$ cat src/rtl/bk_sched_pkg.sv
// Shared types and constants for the shared Brent-Kung add scheduler.
// Latency: n/a (types, constants and a width helper only).
// Backpressure: n/a.
package bk_sched_pkg;

    // Width of one adder word; operands are processed in slices of this size.
    localparam int BK_W = 16;

    typedef enum logic [1:0] {
        IDLE = 2'd0,
        RUN  = 2'd1,
        DONE = 2'd2
    } state_t;

    // Width of a requester index. Never returns 0, so it is a legal vector width.
    function automatic int id_width(input int n);
        return (n > 1) ? $clog2(n) : 1;
    endfunction

endpackage

$ cat src/rtl/BrentKung.sv
// 16-bit Brent-Kung parallel-prefix adder with carry-in.
// Latency: purely combinational.
// Backpressure: none.
// Ports: A, B operands; Cin carry-in; S sum; Cout carry out of bit 15.
module BrentKung (
    input  logic [15:0] A,
    input  logic [15:0] B,
    input  logic        Cin,
    output logic [15:0] S,
    output logic        Cout
);

    logic [15:0] w_p;   // bitwise propagate, kept for the final sum
    logic [15:0] w_g;   // prefix generate; ends up as the carry out of each bit
    logic [15:0] w_pg;  // prefix group propagate

    always_comb begin
        w_p  = A ^ B;
        w_g  = A & B;
        w_pg = w_p;
        // Fold the carry-in into bit 0 so every group ending at bit 0 already includes it.
        w_g[0] = w_g[0] | (w_p[0] & Cin);
        // Up-sweep: build the group terms at bits 1, 3, 7, 15.
        for (int d = 1; d < 16; d = d * 2) begin
            for (int i = 2 * d - 1; i < 16; i = i + 2 * d) begin
                w_g[i]  = w_g[i] | (w_pg[i] & w_g[i - d]);
                w_pg[i] = w_pg[i] & w_pg[i - d];
            end
        end
        // Down-sweep: fill in the remaining bit positions.
        for (int d = 4; d >= 1; d = d / 2) begin
            for (int i = 3 * d - 1; i < 16; i = i + 2 * d) begin
                w_g[i]  = w_g[i] | (w_pg[i] & w_g[i - d]);
                w_pg[i] = w_pg[i] & w_pg[i - d];
            end
        end
        S    = w_p ^ {w_g[14:0], Cin};
        Cout = w_g[15];
    end

endmodule

$ cat src/rtl/rr_arb.sv
// Round-robin arbiter: one-hot grant, search starting just after last_grant.
// Latency: purely combinational.
// Backpressure: none; grant is zero when no request is asserted.
// Ports: req (requests), last_grant (index of previous winner), grant (one-hot).
module rr_arb
    import bk_sched_pkg::*;
#(
    parameter int NREQ = 2
) (
    input  logic [NREQ-1:0]             req,
    input  logic [id_width(NREQ)-1:0]   last_grant,
    output logic [NREQ-1:0]             grant
);

    localparam int IDW = id_width(NREQ);
    localparam logic [IDW:0] ONE = 1;

    logic [IDW:0]    w_shift;
    logic [NREQ-1:0] w_rot;
    logic [NREQ-1:0] w_rot_oh;

    // Rotate so that index last_grant+1 lands at bit 0, pick the lowest set bit,
    // then rotate the one-hot result back. The doubled vectors implement the wrap.
    assign w_shift  = {1'b0, last_grant} + ONE;
    assign w_rot    = NREQ'({req, req} >> w_shift);
    assign w_rot_oh = w_rot & (~w_rot + NREQ'(1));
    assign grant    = NREQ'(({w_rot_oh, w_rot_oh} << w_shift) >> NREQ);

endmodule

$ cat src/rtl/bk_add_scheduler.sv
// Shares one 16-bit Brent-Kung adder among NREQ requesters doing 16*WORDS-bit adds.
// Latency: WORDS+1 cycles from accept to rsp_valid; issue interval WORDS+2 minimum.
// Backpressure: result held in DONE until rsp_ready; req_ready stays low until then.
// Ports: req_valid/req_ready (one-hot grant), req_a/req_b/req_cin per-requester slices;
//        rsp_valid/rsp_ready with rsp_id, rsp_sum, rsp_cout.
// Option BK_SCHED_STATS_EN adds stat_ops (completed handshakes) and stat_busy
// (cycles outside IDLE), both 32-bit wrapping counters.
module bk_add_scheduler
    import bk_sched_pkg::*;
#(
    parameter int NREQ  = 2,
    parameter int WORDS = 4
) (
    input  logic                          clk,
    input  logic                          rst,
    input  logic [NREQ-1:0]               req_valid,
    output logic [NREQ-1:0]               req_ready,
    input  logic [NREQ*BK_W*WORDS-1:0]    req_a,
    input  logic [NREQ*BK_W*WORDS-1:0]    req_b,
    input  logic [NREQ-1:0]               req_cin,
    output logic                          rsp_valid,
    input  logic                          rsp_ready,
    output logic [id_width(NREQ)-1:0]     rsp_id,
    output logic [BK_W*WORDS-1:0]         rsp_sum,
    output logic                          rsp_cout
`ifdef BK_SCHED_STATS_EN
    ,
    output logic [31:0]                   stat_ops,
    output logic [31:0]                   stat_busy
`endif
);

    localparam int OPW = BK_W * WORDS;
    localparam int IDW = id_width(NREQ);
    localparam int KW  = (WORDS > 1) ? $clog2(WORDS) : 1;

    state_t          r_state;
    state_t          w_state_nxt;
    logic [IDW-1:0]  r_last_grant;
    logic [IDW-1:0]  r_id;
    logic [OPW-1:0]  r_a;
    logic [OPW-1:0]  r_b;
    logic [OPW-1:0]  r_sum;
    logic            r_carry;
    logic            r_cout;
    logic [KW-1:0]   r_k;

    logic [NREQ-1:0] w_grant;
    logic            w_accept;
    logic            w_last_word;
    logic [IDW-1:0]  w_gnt_id;
    logic [OPW-1:0]  w_sel_a;
    logic [OPW-1:0]  w_sel_b;
    logic            w_sel_cin;
    logic [BK_W-1:0] w_add_a;
    logic [BK_W-1:0] w_add_b;
    logic [BK_W-1:0] w_add_s;
    logic            w_add_cout;

    rr_arb #(.NREQ(NREQ)) u_arb (
        .req        (req_valid),
        .last_grant (r_last_grant),
        .grant      (w_grant)
    );

    // Grant only in IDLE; rst gates it so nothing is offered while reset is held.
    assign req_ready = (r_state == IDLE && !rst) ? w_grant : '0;
    assign w_accept  = |(req_valid & req_ready);

    // Pull the granted requester's operands out of the flat input buses.
    always_comb begin
        w_gnt_id  = '0;
        w_sel_a   = '0;
        w_sel_b   = '0;
        w_sel_cin = 1'b0;
        for (int i = 0; i < NREQ; i++) begin
            if (w_grant[i]) begin
                w_gnt_id  = IDW'(i);
                w_sel_a   = req_a[i*OPW +: OPW];
                w_sel_b   = req_b[i*OPW +: OPW];
                w_sel_cin = req_cin[i];
            end
        end
    end

    // Current word of the latched operands feeds the adder.
    always_comb begin
        w_add_a = '0;
        w_add_b = '0;
        for (int w = 0; w < WORDS; w++) begin
            if (r_k == KW'(w)) begin
                w_add_a = r_a[w*BK_W +: BK_W];
                w_add_b = r_b[w*BK_W +: BK_W];
            end
        end
    end

    assign w_last_word = (r_k == KW'(WORDS - 1));

    BrentKung u_add (
        .A    (w_add_a),
        .B    (w_add_b),
        .Cin  (r_carry),
        .S    (w_add_s),
        .Cout (w_add_cout)
    );

    always_comb begin
        w_state_nxt = r_state;
        case (r_state)
            IDLE:    if (w_accept)    w_state_nxt = RUN;
            RUN:     if (w_last_word) w_state_nxt = DONE;
            DONE:    if (rsp_ready)   w_state_nxt = IDLE;
            default:                  w_state_nxt = IDLE;
        endcase
    end

    always_ff @(posedge clk) begin
        if (rst) begin
            r_state      <= IDLE;
            r_last_grant <= IDW'(NREQ - 1);
            r_id         <= '0;
            r_a          <= '0;
            r_b          <= '0;
            r_sum        <= '0;
            r_carry      <= 1'b0;
            r_cout       <= 1'b0;
            r_k          <= '0;
        end else begin
            r_state <= w_state_nxt;
            case (r_state)
                IDLE: begin
                    if (w_accept) begin
                        r_a          <= w_sel_a;
                        r_b          <= w_sel_b;
                        r_carry      <= w_sel_cin;
                        r_id         <= w_gnt_id;
                        r_last_grant <= w_gnt_id;
                        r_k          <= '0;
                    end
                end
                RUN: begin
                    for (int w = 0; w < WORDS; w++) begin
                        if (r_k == KW'(w)) begin
                            r_sum[w*BK_W +: BK_W] <= w_add_s;
                        end
                    end
                    r_carry <= w_add_cout;
                    r_k     <= w_last_word ? '0 : r_k + KW'(1);
                    if (w_last_word) begin
                        r_cout <= w_add_cout;
                    end
                end
                default: ;
            endcase
        end
    end

    assign rsp_valid = (r_state == DONE);
    assign rsp_id    = r_id;
    assign rsp_sum   = r_sum;
    assign rsp_cout  = r_cout;

`ifdef BK_SCHED_STATS_EN
    logic [31:0] r_stat_ops;
    logic [31:0] r_stat_busy;

    always_ff @(posedge clk) begin
        if (rst) begin
            r_stat_ops  <= '0;
            r_stat_busy <= '0;
        end else begin
            if (rsp_valid && rsp_ready) begin
                r_stat_ops <= r_stat_ops + 32'd1;
            end
            if (r_state != IDLE) begin
                r_stat_busy <= r_stat_busy + 32'd1;
            end
        end
    end

    assign stat_ops  = r_stat_ops;
    assign stat_busy = r_stat_busy;
`endif

endmodule

$ cat config.mk
export PLATFORM = sky130hd
export DESIGN_NAME = bk_add_scheduler
export DESIGN_NICKNAME = d
export VERILOG_FILES = /design/src/rtl/bk_sched_pkg.sv /design/src/rtl/BrentKung.sv /design/src/rtl/rr_arb.sv /design/src/rtl/bk_add_scheduler.sv
export SDC_FILE = /design/constraint.sdc
export NUM_CORES = 1
export LEC_CHECK = 0
export CAP_MARGIN = 20
export CORE_AREA = 2 2 143 145
export DETAILED_ROUTE_END_ITERATION = 16
export DIE_AREA = 0 0 145 147
export PLACE_DENSITY = 0.85
export SKIP_LAST_GASP = 1
export SYNTH_ARGS = -nofsm -noshare
export SYNTH_HDL_FRONTEND = slang
export SYNTH_SLANG_ARGS = --single-unit
$ cat constraint.sdc
create_clock -name clk -period 10.45 [get_ports clk]
set_input_delay 1.045 -clock clk [delete_from_list [all_inputs] [get_ports clk]]
set_output_delay 1.045 -clock clk [all_outputs]
set_load 0.02 [all_outputs]
==> results of run 1 <==
-- state kept, by name (all words and copies together), names as in the netlist --
name / flops
r_a: 64
r_b: 64
r_carry: 1
r_k: 2
r_last_grant: 1
r_state: 2
rsp_cout: 1
rsp_id: 1
rsp_sum: 64
-- layout make-up --
cell class	instances	area [sq um]	area share (%)
clock buffers	22	454	3.42
clock inverters	7	121	0.914
inverters	6	22.5	0.170
multi-input cells	846	4950	37.3
flip-flops and latches	200	4000	30.2
well taps	270	338	2.54
repair buffers	341	3390	25.5
-- worst max-delay path: stages, from the launching register on --
cell and delay, ns:
dfxtp_1 0.45, ha_2 0.86, nand3b_1 0.21, a21oi_1 0.07, a21oi_1 0.16, o21ai_0 0.15, fa_1 0.47, fa_1 0.49
nand3_1 0.12, nand2_1 0.11, a21boi_0 0.33, o21ai_0 0.22, fa_1 0.46, xnor2_1 0.38, a211oi_1 0.13
-- cell families (layout without fill, tap and decap cells) --
group,after synthesis,after routing
flip-flops,200,200
AND/OR/NAND/NOR,484,484
adder cells (fa/ha/maj),27,27
XOR/XNOR,7,7
AO/OA/AOI/OAI,328,328
buffers and inverters,123,376
-- metal layers --
metal  routed length (um)  GRT usage, %
met5                    0             0
met1                12600          36.2
met2                15800          49.8
met4                  746          8.02
met3                 2350          5.19
-- path summary, 6_finish.rpt --
check                endpoint  slack [ns]  cells past startpoint
hold / removal    rsp_sum[17]        0.46                      2
hold reg to reg   rsp_sum[17]        0.46                      2
setup reg to reg   rsp_sum[9]        5.69                     14
setup / recovery   rsp_sum[9]        5.69                     14
-- cells in the mapped netlist, drive strengths merged (2+ instances only) --
| library cell | count | area (sq um) |
|---|---|---|
| buf | 68 | 402 |
| nand2 | 138 | 518 |
| ha | 18 | 225 |
| a211oi | 28 | 230 |
| inv | 6 | 22.5 |
| a31oi | 2 | 12.5 |
| dfxtp | 200 | 4000 |
| clkbuf | 49 | 184 |
| o21ai | 30 | 154 |
| xnor2 | 7 | 61.3 |
| a21o | 10 | 75.1 |
| nor2 | 166 | 623 |
| a221oi | 129 | 1130 |
| fa | 9 | 180 |
| nand3 | 4 | 20.0 |
| nand3b | 32 | 240 |
| nor3 | 129 | 657 |
| a21oi | 118 | 591 |
| and2 | 8 | 50.1 |
| nand2b | 3 | 18.8 |
| a21boi | 3 | 30.0 |
| nor2b | 2 | 15.0 |
-- report_power, final --
group | leakage, nW | switching [mW] | internal (mW)
Combinational | 2.75 | 0.236 | 0.204
Sequential | 1.64 | 0.0345 | 0.816
Clock | 0.269 | 0.279 | 0.380
Total | 4.65 | 0.549 | 1.40
-- stage by stage --
stage	power, mW	area (sq um)
after floorplan	1.10	9520
after global placement	1.29	12700
after detailed placement	1.30	12700
after CTS	1.95	13300
after global routing	2.03	13300
final	1.95	13300
==> metrics.yaml, run 1 <==
drt:
  drc: 0
  wire_per_inst_um: 18.6
  dr.pass1.iters: 6
  post_drt_via_cell_ratio: 5.82
  num_vias: 9841
  dr.first_iter.drc_count: 1085
  totalWireLength_um: 31500
  ant_nets: 0
placement:
  hpwl_um: 23000
  place_congestion: 0.912
  pre_cts_ws_ns: 5.83
  io_buffers: 331
  dpl.cell_count: 1663
cts:
  tritoncts: "yes"
  cts_root_buf: "clkbuf_16"
  numCtsBuffers: 17
  clock_path_buffers: 2
  clk_pin_slew_ns: 0.07
  cts_resized: 0
  ctsHoldBuffers: 0
  cts_sinks: 200
  insertion_delay_ns: 0.43
  h-tree-depth: 4
  post_cts_buffers: 0
finish:
  drive_above_1_share_pct: 3.52
  final_util_pct: 66.9
  diodes: 0
  nFillCells: 1614
  fin_cells: 1692
  area_delta_synth_final_pct: 39.4
  nets: 1702
  mostFrequentLayoutCells: "330 x clkdlybuf4s50_1, 200 x dfxtp_1, 166 x nor2_1, 138 x nand2_1, 129 x a221oi_1"
  layout_commonest_cell: "clkdlybuf4s50_1"
sta:
  fin_crit_sh_pct: 45.5
  finalSetupViolCount: 0
  worstMarginPinSlew_ns: 1.08
  finClkSkew_ns: 0.00671
  period_needed_ns: 4.76
  final_hold_viol_count: 0
  setup_tns_ns: 0
  setup_slack_ns: 5.69
  clock.fmax_ghz: 0.210
  slew-limit-headroom_pct: 27.7
  hold_slack_ns: 0.455
  slew_violations: 0
  rsz0062_at_grt: "false"
pwr:
  ir_drop_mv: 0.107
  p_leak_nw: 4.65
  power.density_nw_per_um2: 147
synth:
  ys_ff_latch: 200
  synth_area_sq_um: 9520
  syn_nets: 1459
  synthSimpleGateAreaFrac_pct: 22.6
  yosysSeqAreaShare_pct: 42.1
  synth_mux_area_share_pct: 0
  synth-main-ff-cell: "dfxtp_1"
  ys_types: 41
  synth-edff-count: 0
  ys_async_sr_fraction_pct: 0
  synth-compound-area-share_pct: 24.0
  synth_cells: 1169
  synthAdderAreaFrac_pct: 4.26
  synth_xor_area_share_pct: 0.644
  avgSynthCellArea_sq_um: 8.14
  ys_warn_count: 0
  synth_top_family_by_area: "compound AO/OA/AOI/OAI gates"
critical_path:
  rr_startpoint: "r_k[0]"
  cp-startpoint: "r_k[0]"
  required_ns: 10.72
  crit_path_end_kind: "register"
  worstSetupStartpointType: "register"
  worstSetupPathType: "register to register"
  cp.arrival_ns: 5.03
  critPathMaxFanout: 66
global_route:
  grt_pass1_wl_um: 48500
  grt_overflow: 0
  antenna_found_initial: 0
  groute.usage.overall_pct: 28.5
  grt_pass1_vias: 9189
  grt_max_degree: 107
worst_hold_path:
  hold_path_startpoint: "rsp_sum[17]"
  min_path_type: "register to register"
floorplan:
  die_width_um: 145
  core.rowCount: 52
  die_h_um: 147
  start_util_pct: 48.0
  io_pins: 332
  core-area_sq_um: 19800
  dieArea_sq_um: 21300
status:
  status: "finished clean"
flow_run:
  cap_viol_max_count: 0
No activity file was read; power rests on OpenSTA's default activity.
==> inputs of run 2 (changes only) <==
--- a/config.mk
+++ b/config.mk
@@ -6,10 +6,10 @@
 export NUM_CORES = 1
 export LEC_CHECK = 0
 export CAP_MARGIN = 20
-export CORE_AREA = 2 2 143 145
+export CORE_AREA = 2 2 147 149
 export DETAILED_ROUTE_END_ITERATION = 16
-export DIE_AREA = 0 0 145 147
-export PLACE_DENSITY = 0.85
+export DIE_AREA = 0 0 149 151
+export PLACE_DENSITY = 0.81
 export SKIP_LAST_GASP = 1
 export SYNTH_ARGS = -nofsm -noshare
 export SYNTH_HDL_FRONTEND = slang
==> constraint.sdc (replaced) <==
create_clock -name clk -period 4.4 [get_ports clk]
set_input_delay 0.44 -clock clk [delete_from_list [all_inputs] [get_ports clk]]
set_output_delay 0.44 -clock clk [all_outputs]
set_load 0.02 [all_outputs]
==> metrics.yaml, run 2 (synthesized netlist as in run 1, its figures left out) <==
sta:
  rsz0062_at_grt: "false"
  setup_tns_ns: 0
  finClkSkew_ns: 0.00781
  finalSetupViolCount: 0
  fin_crit_sh_pct: 92.0
  worstMarginPinSlew_ns: 1.01
  slew_violations: 0
  clock.fmax_ghz: 0.247
  final_hold_viol_count: 0
  slew-limit-headroom_pct: 32.6
  setup_slack_ns: 0.354
  period_needed_ns: 4.05
pwr:
  ir_drop_mv: 0.259
  p_clk_share_pct: 33.2
  seq_power_share_pct: 44.0
  p_leak_nw: 4.72
  power.density_nw_per_um2: 344
  switching_power_mw: 1.32
  p_sw_share_pct: 28.8
  pwr-share-comb_pct: 22.8
  p_int_mw: 3.28
global_route:
  grt_max_degree: 134
  groute.usage.overall_pct: 27.5
  use_met3_pct: 4.31
  grt.busiest_layer: "met2"
  grt_use_met1_pct: 36.2
  met2_usage_pct: 46.3
  antenna_found_initial: 0
  grt_pass1_vias: 9111
  grt_pass1_wl_um: 48400
  grt_overflow: 0
drt:
  drc: 0
  num_vias: 9846
  dr.first_iter.drc_count: 696
  totalWireLength_um: 31600
  ant_nets: 0
  dr.pass1.iters: 5
  wire_per_inst_um: 18.6
  post_drt_via_cell_ratio: 5.78
floorplan:
  start_util_pct: 45.7
  core-area_sq_um: 20800
  die_width_um: 149
  dieArea_sq_um: 22500
  core.rowCount: 53
  io_pins: 332
  die_h_um: 151
finish:
  nets: 1707
  fin_cells: 1703
  nFillCells: 1779
  diodes: 0
  mostFrequentLayoutCells: "330 x clkdlybuf4s50_1, 200 x dfxtp_1, 166 x nor2_1, 138 x nand2_1, 129 x a221oi_1"
  final_util_pct: 64.2
  layout_commonest_cell: "clkdlybuf4s50_1"
  drive_above_1_share_pct: 4.27
  area_delta_synth_final_pct: 40.5
  regArea_sq_um: 4000
  multi_input_area_sq_um: 4950
critical_path:
  worstSetupPathType: "register to register"
  crit_family: "adder cells"
  worstPathCellList: "inv_1 > ha_1 > buf_4 > nand3b_1 > a21oi_1 > a21oi_1 > o21ai_1 > fa_1 > fa_1 > nand3_1 > nand2_1 > a21boi_0 > o21ai_0 > fa_1 > xnor2_2 > a211oi_1"
  required_ns: 4.68
  cpMostUsedCell: "fa_1"
  crit_slowest_cell: "fa_1"
  critPathMaxStageDelay_ns: 0.49
  crit_path_end_kind: "register"
  critPathBufInv: 2
  critPathMaxFanout: 16
  cp.arrival_ns: 4.32
  worstSetupStartpointType: "register"
placement:
  pre_cts_ws_ns: 0.304
  dpl.cell_count: 1672
  hpwl_um: 23300
  place_congestion: 0.882
  io_buffers: 331
flow_run:
  cap_viol_max_count: 0
cts:
  h-tree-depth: 4
  clk_pin_slew_ns: 0.07
  tritoncts: "yes"
  clock_path_buffers: 2
  numCtsBuffers: 17
  insertion_delay_ns: 0.44
  post_cts_buffers: 0
  cts_root_buf: "clkbuf_16"
  cts_sinks: 200
  ctsHoldBuffers: 0
worst_hold_path:
  min_path_type: "register to register"
status:
  status: "finished clean"
==> run 2: cell count changes in the layout (fill, tap and decap cells not counted), sizes merged <==
cell,previous run,this run
clkbuf,22,18
clkinv,0,7
buf,11,16
clkinvlp,3,0
bufinv,3,2
inv,7,9
==> run 2: per-layer routing <==
layer / routed length [um] / part of all wire, % / vias up
met1: 13000 / 41 / 4625
li1: - / - / 4734
met5: 0 / 0 / -
met4: 789 / 2.5 / 0
met3: 2320 / 7.3 / 55
met2: 15500 / 49 / 432
==> run 2: repair_timing <==
item,CTS,global route
gates resized for setup,0,1
endpoints found under the hold margin,0,0
endpoints found under the setup margin,0,2
==> run 2: power groups by stage <==
| stage | logic [mW] | clock network [mW] | registers, mW |
|---|---|---|---|
| floorplan | 0.571 | 0 | 2.05 |
| global placement | 1.02 | 0 | 2.06 |
| detailed placement | 1.04 | 0 | 2.06 |
| CTS | 1.04 | 1.54 | 2.02 |
| global route | 1.14 | 1.61 | 2.03 |
| finish | 1.05 | 1.53 | 2.02 |
==> run 2: path summary, 6_finish.rpt <==
path	startpoint	endpoint	slack [ns]	cells after the start
hold / removal	rsp_sum[2]	rsp_sum[2]	0.46	2
hold reg to reg	rsp_sum[2]	rsp_sum[2]	0.46	2
setup / recovery	r_k[0]	rsp_sum[57]	0.35	16
setup reg to reg	r_k[0]	rsp_sum[57]	0.35	16
==> run 2: cell type report <==
cell class,count,area share (%)
Clock buffer,18,3.28
Tap cell,275,2.57
Inverter,6,0.168
Sequential cell,200,29.9
Timing Repair Buffer,346,26.1
Multi-Input combinational cell,846,37.0
Clock inverter,12,0.936
==> run 2: worst min-delay path, stage by stage (launching register included) <==
cell	delay, ns
dfxtp_1	0.31
nand2_1	0.05
a21oi_1	0.05
==> run 2: stage by stage <==
step	cell area, sq um	hold WS, ns	power (mW)
after floorplan	9520	0.476	2.62
after global placement	12800	0.443	3.08
after detailed placement	12800	0.446	3.10
after CTS	13300	0.456	4.61
after global routing	13400	0.477	4.78
final	13400	0.455	4.60
==> inputs of run 3 (changes only) <==
--- a/config.mk
+++ b/config.mk
@@ -5,10 +5,10 @@
 export SDC_FILE = /design/constraint.sdc
 export NUM_CORES = 1
 export LEC_CHECK = 0
-export CAP_MARGIN = 20
 export CORE_AREA = 2 2 147 149
 export DETAILED_ROUTE_END_ITERATION = 16
 export DIE_AREA = 0 0 149 151
+export MAX_ROUTING_LAYER = met4
 export PLACE_DENSITY = 0.81
 export SKIP_LAST_GASP = 1
 export SYNTH_ARGS = -nofsm -noshare
==> metrics.yaml, run 3 (synthesized netlist as in run 1, its figures left out) <==
critical_path:
  cpMostUsedCell: "fa_1"
  crit_slowest_cell: "fa_1"
  rr_startpoint: "r_k[1]"
  critPathCapture: "rsp_sum[57]"
  critPathMaxStageDelay_ns: 0.49
  cp.arrival_ns: 4.24
  crit_path_end_kind: "register"
  r2r_end: "rsp_sum[57]"
  worstSetupStartpointType: "register"
  worstPathCellList: "inv_1 > ha_2 > buf_4 > nand2_1 > a21oi_1 > a21oi_1 > o21ai_1 > fa_1 > fa_1 > nand3_1 > nand2_1 > a21boi_0 > buf_4 > o21ai_0 > fa_1 > xnor2_1 > a211oi_1"
  cp-startpoint: "r_k[1]"
  critPathMaxFanout: 31
  reg2reg_depth: 17
  reg2reg_setup_slack_ns: 0.43
  worstSetupPathType: "register to register"
  required_ns: 4.67
pwr:
  p_leak_nw: 4.70
  switching_power_mw: 1.36
  p_sw_share_pct: 30.0
  ir_drop_mv: 0.188
  power.density_nw_per_um2: 341
  seq_power_share_pct: 44.5
  p_int_mw: 3.18
  p_clk_share_pct: 32.5
  pwr-share-comb_pct: 23.0
drt:
  drc: 0
  wire_per_inst_um: 18.4
  met1_length_um: 13100
  maxUsedRoutingLayer: "met4"
  ant_nets: 0
  met3_length_um: 2180
  num_vias: 9870
  totalWireLength_um: 31400
  route.met2.wl_um: 15100
  dr.pass1.iters: 6
  post_drt_via_cell_ratio: 5.79
  dr.first_iter.drc_count: 836
floorplan:
  core.rowCount: 53
  io_pins: 332
  die_h_um: 151
  dieArea_sq_um: 22500
  die_width_um: 149
  start_util_pct: 45.7
  core-area_sq_um: 20800
placement:
  hpwl_um: 23400
  io_buffers: 331
  place_area_sq_um: 12800
  place_congestion: 0.919
finish:
  layout_commonest_cell: "clkdlybuf4s50_1"
  area_delta_synth_final_pct: 40.0
  mostFrequentLayoutCells: "330 x clkdlybuf4s50_1, 200 x dfxtp_1, 166 x nor2_1, 138 x nand2_1, 129 x a221oi_1"
  nets: 1707
  final_area_sq_um: 13300
  final_util_pct: 64.0
  drive_above_1_share_pct: 4.34
  diodes: 0
global_route:
  grt_overflow: 0
  grt_pass1_wl_um: 48300
  groute.usage.overall_pct: 28.4
  antenna_found_initial: 0
  grt_max_degree: 134
  grt_pass1_vias: 9242
sta:
  period_needed_ns: 3.97
  finalSetupViolCount: 0
  slew_violations: 0
  worstMarginPinSlew_ns: 1.01
  rsz0062_at_grt: "false"
  setup_tns_ns: 0
  clock.fmax_ghz: 0.252
  final_hold_viol_count: 0
  slew-limit-headroom_pct: 32.7
  finClkSkew_ns: 0.00984
  fin_crit_sh_pct: 90.3
  hold_slack_ns: 0.453
worst_hold_path:
  min_path_type: "register to register"
cts:
  cts_root_buf: "clkbuf_16"
  post_cts_buffers: 0
  cts_resized: 0
  cts_sinks: 200
  tritoncts: "yes"
  numCtsBuffers: 17
  clk_pin_slew_ns: 0.07
  clock_path_buffers: 2
  ctsHoldBuffers: 0
  h-tree-depth: 4
  insertion_delay_ns: 0.44
flow_run:
  cap_viol_max_count: 0
status:
  status: "finished clean"
==> run 3: how the worst min path moves through the flow <==
stage	from	end	slack, ns	depth (start not counted)
2_1_floorplan	r_a[0]	r_a[0]	0.48	2
3_3_place_gp	rsp_sum[2]	rsp_sum[2]	0.44	2
3_5_place_dp	rsp_sum[36]	rsp_sum[36]	0.45	2
4_1_cts	rsp_sum[36]	rsp_sum[36]	0.46	2
5_1_grt	rsp_sum[43]	rsp_sum[43]	0.48	2
6_report	rsp_sum[36]	rsp_sum[36]	0.45	2
==> run 3: cell type report <==
| type | instances | area, sq um |
|---|---|---|
| Fill cell | 1831 | 7490 |
| Clock inverter | 14 | 111 |
| Timing Repair Buffer | 346 | 3460 |
| Tap cell | 275 | 344 |
| Multi-Input combinational cell | 846 | 4950 |
| Sequential cell | 200 | 4000 |
| Clock buffer | 18 | 439 |
| Inverter | 6 | 22.5 |
==> run 3: power by group through the flow <==
stage / combinational (mW) / sequential, mW / clock [mW]
floorplan: 0.571 / 2.05 / 0
global placement: 1.02 / 2.06 / 0
detailed placement: 1.04 / 2.06 / 0
CTS: 1.05 / 2.02 / 1.48
global route: 1.14 / 2.03 / 1.56
finish: 1.05 / 2.02 / 1.48
==> run 3: metrics by stage <==
stage                     power [mW]  std cells  setup slack, ns
final                           4.55       1705            0.428
after global routing            4.74       1705            0.127
after CTS                       4.55       1705            0.411
after detailed placement        3.10       1673            0.429
after global placement          3.08       1673            0.547
after floorplan                 2.62       1169            0.453
==> run 3: layer usage <==
metal | track usage (%) | up-vias
met5 | - | -
met4 | 11.2 | 0
met3 | 4.76 | 66
met2 | 45.3 | 437
met1 | 36.1 | 4639
li1 | - | 4728
==> run 3: critical path, delay by kind of cell, from the launching register on <==
family | cells | cell delay, ns
AOI/OAI and AO/OA | 6 | 0.72
adders and majority gates | 4 | 1.57
DFF | 1 | 0.39
buffers and inverters | 3 | 0.46
and+or+nand+nor | 3 | 0.32
xor gates and xnor gates | 1 | 0.36
